File: config.mk
export PLATFORM = sky130hd
export DESIGN_NAME = branch_sequencer_flat
export DESIGN_NICKNAME = d
export VERILOG_FILES = /design/src/rtl/branch_sequencer_if.sv /design/src/rtl/branch_sequencer.sv /design/src/flat_wrapper.sv
export SDC_FILE = /design/constraint.sdc
export NUM_CORES = 1
export LEC_CHECK = 0
export BUFFER_PORTS_ARGS = -buffer_cell sky130_fd_sc_hd__buf_2
export CAP_MARGIN = 20
export CORE_MARGIN = 2
export CORE_UTILIZATION = 30
export CTS_CLUSTER_DIAMETER = 150
export DETAILED_ROUTE_END_ITERATION = 12
export PLACE_DENSITY_LB_ADDON = 0.2
export SLEW_MARGIN = 20
export SYNTH_ARGS = -nofsm -noshare
export SYNTH_HDL_FRONTEND = slang
export SYNTH_SLANG_ARGS = --single-unit
File: constraint.sdc
create_clock -name clk -period 3.55 [get_ports clk]
set_clock_uncertainty 0.15 [all_clocks]
set_input_delay 0.5325 -clock clk [delete_from_list [all_inputs] [get_ports clk]]
set_output_delay 0.5325 -clock clk [all_outputs]
set_load 0.01 [all_outputs]
File: src/rtl/branch_sequencer_if.sv
// Branch sequencer bus interface.
// Bundles the request inputs (start, condition code, operand bus) together
// with the datapath control strobes and status returned by the sequencer.
// The master modport belongs to the requester; the slave modport belongs to
// the sequencer.

interface branch_sequencer_if #(
    parameter int DATA_WIDTH = 32
);
    logic                  start;
    logic [2:0]            cond_code;
    logic [DATA_WIDTH-1:0] bus_data;

    logic                  gra;
    logic                  r_out;
    logic                  pc_out;
    logic                  y_in;
    logic                  c_out;
    logic                  z_in;
    logic                  z_low_out;
    logic                  pc_in;
    logic [3:0]            alu_op;
    logic                  busy;
    logic                  done;
    logic                  con_out;

    modport master (
        output start, cond_code, bus_data,
        input  gra, r_out, pc_out, y_in, c_out, z_in, z_low_out, pc_in,
        input  alu_op, busy, done, con_out
    );

    modport slave (
        input  start, cond_code, bus_data,
        output gra, r_out, pc_out, y_in, c_out, z_in, z_low_out, pc_in,
        output alu_op, busy, done, con_out
    );
endinterface

File: src/rtl/branch_sequencer.sv
// Branch sequencer: walks a conditional-branch micro-sequence
// (IDLE -> EVAL -> PCY -> ADD -> WB, or EVAL -> FIN on an early exit) and
// drives the datapath strobes as registered Moore outputs of the state.
// Optional statistics counters are enabled by defining the macro
// BRANCH_SEQUENCER_STATS_EN; without it the block has no statistics ports.

module branch_sequencer #(
    parameter int DATA_WIDTH  = 32,
    parameter bit EARLY_EXIT  = 1'b0,
    parameter int COUNT_WIDTH = 16
) (
    input  logic                   clk,
    input  logic                   reset_n,
`ifdef BRANCH_SEQUENCER_STATS_EN
    input  logic                   clear_stats,
    output logic [COUNT_WIDTH-1:0] taken_count,
    output logic [COUNT_WIDTH-1:0] not_taken_count,
`endif
    branch_sequencer_if.slave      bus
);

    typedef enum logic [2:0] {
        IDLE,
        EVAL,
        PCY,
        ADD,
        WB,
        FIN
    } state_t;

    typedef struct packed {
        logic       gra;
        logic       r_out;
        logic       pc_out;
        logic       y_in;
        logic       c_out;
        logic       z_in;
        logic       z_low_out;
        logic       pc_in;
        logic [3:0] alu_op;
        logic       busy;
        logic       done;
    } strobes_t;

    localparam logic [3:0] ALU_ADD = 4'b0010;

    state_t   state;
    strobes_t outs;
    logic [2:0] cond_q;
    logic       con_q;
    logic       cond_now;
    logic       skip_add;

    if (COUNT_WIDTH < 1) begin : g_bad_count_width
        $error("branch_sequencer: COUNT_WIDTH must be at least 1");
    end

    // Evaluate a condition code against an operand value.
    function automatic logic decode_cond(input logic [2:0] code,
                                         input logic [DATA_WIDTH-1:0] data);
        logic is_zero;
        logic msb;
        is_zero = (data == '0);
        msb     = data[DATA_WIDTH-1];
        case (code)
            3'b000:  return is_zero;
            3'b001:  return !is_zero;
            3'b010:  return !msb;
            3'b011:  return msb;
            3'b100:  return 1'b1;
            3'b101:  return 1'b0;
            3'b110:  return !msb && !is_zero;
            default: return msb || is_zero;
        endcase
    endfunction

    // Strobe pattern belonging to a state; pc_in follows the stored condition.
    function automatic strobes_t strobes_for(input state_t s, input logic con);
        strobes_t o;
        o = '0;
        case (s)
            EVAL: begin
                o.gra   = 1'b1;
                o.r_out = 1'b1;
            end
            PCY: begin
                o.pc_out = 1'b1;
                o.y_in   = 1'b1;
            end
            ADD: begin
                o.c_out  = 1'b1;
                o.z_in   = 1'b1;
                o.alu_op = ALU_ADD;
            end
            WB: begin
                o.z_low_out = 1'b1;
                o.pc_in     = con;
                o.done      = 1'b1;
            end
            FIN: begin
                o.done = 1'b1;
            end
            default: begin
            end
        endcase
        o.busy = (s != IDLE);
        return o;
    endfunction

    // Live condition of the operand bus, used only at the EVAL-exit edge.
    assign cond_now = decode_cond(cond_q, bus.bus_data);
    assign skip_add = EARLY_EXIT && !cond_now;

    // Sequencer state plus registered strobes loaded with the next state's pattern.
    always_ff @(posedge clk or negedge reset_n) begin
        if (!reset_n) begin
            state  <= IDLE;
            outs   <= '0;
            cond_q <= 3'b000;
            con_q  <= 1'b0;
        end else begin
            case (state)
                IDLE: begin
                    if (bus.start) begin
                        cond_q <= bus.cond_code;
                        state  <= EVAL;
                        outs   <= strobes_for(EVAL, con_q);
                    end
                end
                EVAL: begin
                    con_q <= cond_now;
                    if (skip_add) begin
                        state <= FIN;
                        outs  <= strobes_for(FIN, cond_now);
                    end else begin
                        state <= PCY;
                        outs  <= strobes_for(PCY, cond_now);
                    end
                end
                PCY: begin
                    state <= ADD;
                    outs  <= strobes_for(ADD, con_q);
                end
                ADD: begin
                    state <= WB;
                    outs  <= strobes_for(WB, con_q);
                end
                WB, FIN: begin
                    state <= IDLE;
                    outs  <= strobes_for(IDLE, con_q);
                end
                default: begin
                    state <= IDLE;
                    outs  <= '0;
                end
            endcase
        end
    end

`ifdef BRANCH_SEQUENCER_STATS_EN
    // Taken / not-taken tallies, bumped at each EVAL exit; clear has priority.
    always_ff @(posedge clk or negedge reset_n) begin
        if (!reset_n) begin
            taken_count     <= '0;
            not_taken_count <= '0;
        end else if (clear_stats) begin
            taken_count     <= '0;
            not_taken_count <= '0;
        end else if (state == EVAL) begin
            if (cond_now) begin
                taken_count <= taken_count + COUNT_WIDTH'(1);
            end else begin
                not_taken_count <= not_taken_count + COUNT_WIDTH'(1);
            end
        end
    end
`endif

    assign bus.gra       = outs.gra;
    assign bus.r_out     = outs.r_out;
    assign bus.pc_out    = outs.pc_out;
    assign bus.y_in      = outs.y_in;
    assign bus.c_out     = outs.c_out;
    assign bus.z_in      = outs.z_in;
    assign bus.z_low_out = outs.z_low_out;
    assign bus.pc_in     = outs.pc_in;
    assign bus.alu_op    = outs.alu_op;
    assign bus.busy      = outs.busy;
    assign bus.done      = outs.done;
    assign bus.con_out   = con_q;

endmodule

File: src/flat_wrapper.sv
// flat-port wrapper written by rule: the top's interface ports become plain ports
module branch_sequencer_flat 
#(
    parameter int DATA_WIDTH  = 32,
    parameter bit EARLY_EXIT  = 1'b0,
    parameter int COUNT_WIDTH = 16
)
  (clk, reset_n, bus_start, bus_cond_code, bus_bus_data, bus_gra, bus_r_out, bus_pc_out, bus_y_in, bus_c_out, bus_z_in, bus_z_low_out, bus_pc_in, bus_alu_op, bus_busy, bus_done, bus_con_out);
  branch_sequencer_if #(.DATA_WIDTH(DATA_WIDTH)) bus_i ();
  input  logic clk;
  input  logic reset_n;
  input wire logic [$bits(bus_i.start)-1:0] bus_start;
  input wire logic [$bits(bus_i.cond_code)-1:0] bus_cond_code;
  input wire logic [$bits(bus_i.bus_data)-1:0] bus_bus_data;
  output wire logic [$bits(bus_i.gra)-1:0] bus_gra;
  output wire logic [$bits(bus_i.r_out)-1:0] bus_r_out;
  output wire logic [$bits(bus_i.pc_out)-1:0] bus_pc_out;
  output wire logic [$bits(bus_i.y_in)-1:0] bus_y_in;
  output wire logic [$bits(bus_i.c_out)-1:0] bus_c_out;
  output wire logic [$bits(bus_i.z_in)-1:0] bus_z_in;
  output wire logic [$bits(bus_i.z_low_out)-1:0] bus_z_low_out;
  output wire logic [$bits(bus_i.pc_in)-1:0] bus_pc_in;
  output wire logic [$bits(bus_i.alu_op)-1:0] bus_alu_op;
  output wire logic [$bits(bus_i.busy)-1:0] bus_busy;
  output wire logic [$bits(bus_i.done)-1:0] bus_done;
  output wire logic [$bits(bus_i.con_out)-1:0] bus_con_out;
  assign bus_i.start = bus_start;
  assign bus_i.cond_code = bus_cond_code;
  assign bus_i.bus_data = bus_bus_data;
  assign bus_gra = bus_i.gra;
  assign bus_r_out = bus_i.r_out;
  assign bus_pc_out = bus_i.pc_out;
  assign bus_y_in = bus_i.y_in;
  assign bus_c_out = bus_i.c_out;
  assign bus_z_in = bus_i.z_in;
  assign bus_z_low_out = bus_i.z_low_out;
  assign bus_pc_in = bus_i.pc_in;
  assign bus_alu_op = bus_i.alu_op;
  assign bus_busy = bus_i.busy;
  assign bus_done = bus_i.done;
  assign bus_con_out = bus_i.con_out;
  branch_sequencer #(.DATA_WIDTH(DATA_WIDTH), .EARLY_EXIT(EARLY_EXIT), .COUNT_WIDTH(COUNT_WIDTH)) u_core (.clk(clk), .reset_n(reset_n), .bus(bus_i));
endmodule
Word level (Yosys, flattened, before mapping)
Index checks and enable logic that the tools add are counted.
- add/subtract/negate cells: 0
- multipliers: 0
- divide/modulo/power cells: 0
- $lt $le $gt $ge: 0
- equal/unequal tests: 10
- shifts and indexed selects: 0
- mux-type cells: 5
- bitwise logic cells: 0
- reduce and logical (&&, ||, !) cells: 8
- operators by type and width (cell ; count):
    14-bit case mux with 4 select lines ; 1
    32-bit logical NOT ; 1
    14-bit two-way mux ; 1
    3-bit by 2-bit equality test with 1-bit output (second input constant) ; 4
    3-bit case mux with 4 select lines ; 1
    3-bit equality test (second input constant) ; 3
    1-bit case mux with 7 select lines ; 1
    3-bit by 1-bit equality test with 1-bit output (second input constant) ; 2
    3-bit logical NOT ; 2
    3-bit two-way mux ; 1
    1-bit logical NOT ; 2
    2-bit inequality test (second input constant) ; 1
    2-bit AND reduction ; 1
    1-bit logical AND ; 1
    1-bit logical OR ; 1
- register bits after elaboration: 21
- latch bits: 0
- memory bits (writable): 0
- ROM bits: 0
- input port bits: 38
- output and inout bits: 15
- logic and storage cells: 37
- memories: 0

Depth between registers and ports, before layout
- word-level depth: 4
- mapped depth: 6

Worst setup path after synthesis
Ideal clock, no wire load.
- path type: input to register
- start: in bus_bus_data[22]
- end: reg u_core.con_q, in the netlist u_core.bus.con_out
- setup time: 0.087 ns
- arrival: 1.458 ns
- required time: 3.313 ns
- setup slack: 1.855 ns
- cell stages on the path: 5
- path buffers: 0
- path through: nor4_1 > nand4_1 > nor2_1 > mux2_2 > o211ai_1
- cells in the longest elaborated chain, start to end: 4
- elaborated cells on any way between the ends: 5
- RTL lines (element ; RTL line ; RTL):
    start, declared ; flat_wrapper.sv:14 ; input wire logic [$bits(bus_i.bus_data)-1:0] bus_bus_data;
    32-bit logical NOT (*) ; branch_sequencer.sv:63 ; is_zero = (data == '0);
    1-bit logical NOT ; branch_sequencer.sv:67, branch_sequencer.sv:72 ;
    1-bit logical AND ; branch_sequencer.sv:72 ; 3'b110: return !msb && !is_zero;
    1-bit case mux with 7 select lines (*) ; branch_sequencer.sv:65 ; case (code)
    end signal, assigned ; branch_sequencer.sv:131 ; con_q <= cond_now;
    end, declared ; branch_sequencer.sv:50 ; logic con_q;
Every way passes the cells marked *; elsewhere a longest branch is shown, timed or not.
A chain may end at the register's enable or synchronous reset.

==> impl_metrics.ini <==
[final_layout]
area_growth_pct = 39.0
drive_gt1_frac = 0.475
n_antenna_cell = 0
final_cell_mix = 49 x buf_2, 12 x dfrtp_1, 8 x nor4_1
nNetsFinal = 157
largest_reg_flops = 3
final_core_util = 0.454
reg_top3 = u_core.cond_q: 3 flops, u_core.state: 2 flops
fin_cells = 145
nFillCells = 207
final_common_cell = buf_2
top_register = u_core.cond_q

[clocking]
hold_buffers = 1
clk_pin_slew_ns = 0.07
cts_sinks = 12
cts_root_buffer = clkbuf_4
cts_setup_buffers = 0
clockBufferDepth = 2
h-tree-depth = 1
worstSkewPairLatency_ns = 0.27
cts_tree = built
cts_made_buffers = 3
cts_resized = 0

[placement]
dp_cells = 140
hpwlAfterDp_um = 1230
port_buffers = 49
gp_congestion = 0.715

[global_routing]
grt.total_usage = 0.132
antenna_found_initial = 0
grt_pass1_vias = 639
grt_overflow = 0
grt_max_degree = 13
grt_pass1_wl_um = 2580

[critical_path]
ff2ff_setup_slack_ns = 1.93
crit_path_end = bus_done
critPathLaunch = u_core.bus.z_low_out
slowest_delay_ns = 0.54
crit_buf_inv = 1
crit_chain = buf_2
cp_top_family = flip-flops
reg2reg_from = u_core.bus.z_low_out
critPathArrivalTime_ns = 1.01
path_max_fanout = 11
cp.depth = 1
slowest_stage = dfrtp_1
worstRegToRegCells = 3
required_ns = 2.87
r2r_end = u_core.cond_q[0]
critical_path_class = register to output port
worst_setup_path_end_kind = output port
crit_path_start_kind = register

[route]
via_per_inst = 4.76
drt_iter0_markers = 7
antenna_left = 0
drt-total-wl_um = 1450
first_pass_iters = 2
remaining_drc_errors = 0
avgRoutedWirePerCell_um = 10.0
num_vias = 690

[synthesis]
ys_types = 22
ys_seq_area_frac = 0.455
synth-adder-area-share = 0
syn_avg_cell_area_sq_um = 9.05
synthMuxAreaShare = 0.0341
netlist_area_sq_um = 661
synth_xor_area_frac = 0.0133
synth_top_family_by_area = simple AND/OR/NAND/NOR gates
yosys_warnings = 0
ys_ff_latch = 12
yosys.area.top_type_share = 0.455
yosys.area.top_type = dfrtp_1
synth-simple-area-share = 0.210
synthTopCellsByArea = dfrtp_1 45%, buf_4 9.1%, nor4_1 7.6%, nor3_1 3.8%, mux2_2 3.4%
synth-compound-area-share = 0.146
syn_inst = 73

[sta]
fmax_mhz = 591
fin_crit_sh = 0.476
rsz0062_at_grt = no
hold_viol = 0
setup_viol = 0
setup_tns_ns = 0
finalMaxSlewViolations = 0
period_needed_ns = 1.69

[run_status]
outcome = completed

[power_and_ir_drop]
p_leak_nw = 0.470
p_per_area_nw_per_um2 = 677
ir_worst_vdd_v = 0.000362

[job]
maxCapViolCount = 0

[worst_hold_path]
hold_class = primary input to register

[die]
die_h_um = 50.9
dieArea_sq_um = 2590
ios = 53
core_area_sq_um = 2020
initial_core_util = 0.327
die_w_um = 50.9
rows = 16
==> synthesized netlist by cell type <==
master,number
o32ai_1,1
and2_1,1
nor2_1,6
nor4_1,8
nor3_1,5
conb_1,1
a21oi_1,3
mux2_2,2
buf_2,3
o21ai_1,1
o2111a_1,1
a32oi_1,1
buf_4,8
nand2_1,6
o21a_1,1
o21ai_0,3
dfrtp_1,12
nand4_1,2
a211o_2,1
xnor2_1,1
o211ai_1,2
inv_1,4
==> through the flow <==
step	cell area, sq um	worst slack, ns	power [W]	hold WS [ns]
floorplan	668	1.86	0.000459	0.0869
global placement	872	1.63	0.000517	0.273
detailed placement	872	1.63	0.000523	0.276
CTS	918	1.85	0.000633	0.306
global route	918	1.75	0.000685	0.302
finish	918	1.86	0.000622	0.311
==> worst min-delay path by stage <==
stage	start	to	slack, ns	cells past startpoint
after floorplan	reset_n	u_core.bus.alu_op[1]	0.09	0
after global placement	reset_n	u_core.bus.busy	0.27	1
after detailed placement	reset_n	u_core.bus.pc_in	0.28	1
after CTS	bus_cond_code[1]	u_core.cond_q[1]	0.31	3
after global routing	bus_cond_code[1]	u_core.cond_q[1]	0.30	3
final	bus_cond_code[1]	u_core.cond_q[1]	0.31	3
==> tightest hold or removal path, delay by kind of cell <==
family	cells	cell delay, ns
simple gates	1	0.03
buf+inv	1	0.07
compound gates	1	0.05
==> power by group <==
group	internal (W)	switching, W
combinational	0.000120	0.000116
clock	0.0000623	0.0000443
sequential	0.000200	0.0000801
total	0.000382	0.000240
==> layer usage <==
layer / wire (um) / track usage
met5: 0 / 0
met4: 0 / 0.0405
met3: 146 / 0.0556
met2: 739 / 0.225
met1: 565 / 0.150
==> cell type report <==
class | instances | area (sq um) | area share
clock buffer | 4 | 36.3 | 0.0395
timing repair buffer | 50 | 255 | 0.278
inverter | 4 | 15.0 | 0.0163
multi-input combinational | 48 | 278 | 0.302
tap | 27 | 33.8 | 0.0368
sequential | 12 | 300 | 0.327
==> cell families (layout without fill, tap and decap cells) <==
kind of cell	Yosys count	in the layout
AO/OA/AOI/OAI	14	14
AND/OR/NAND/NOR	28	28
multiplexers	2	2
flip-flops	12	12
buffers and inverters	15	58
other	1	3
XOR/XNOR	1	1
Power figures use the tool's default switching activity.
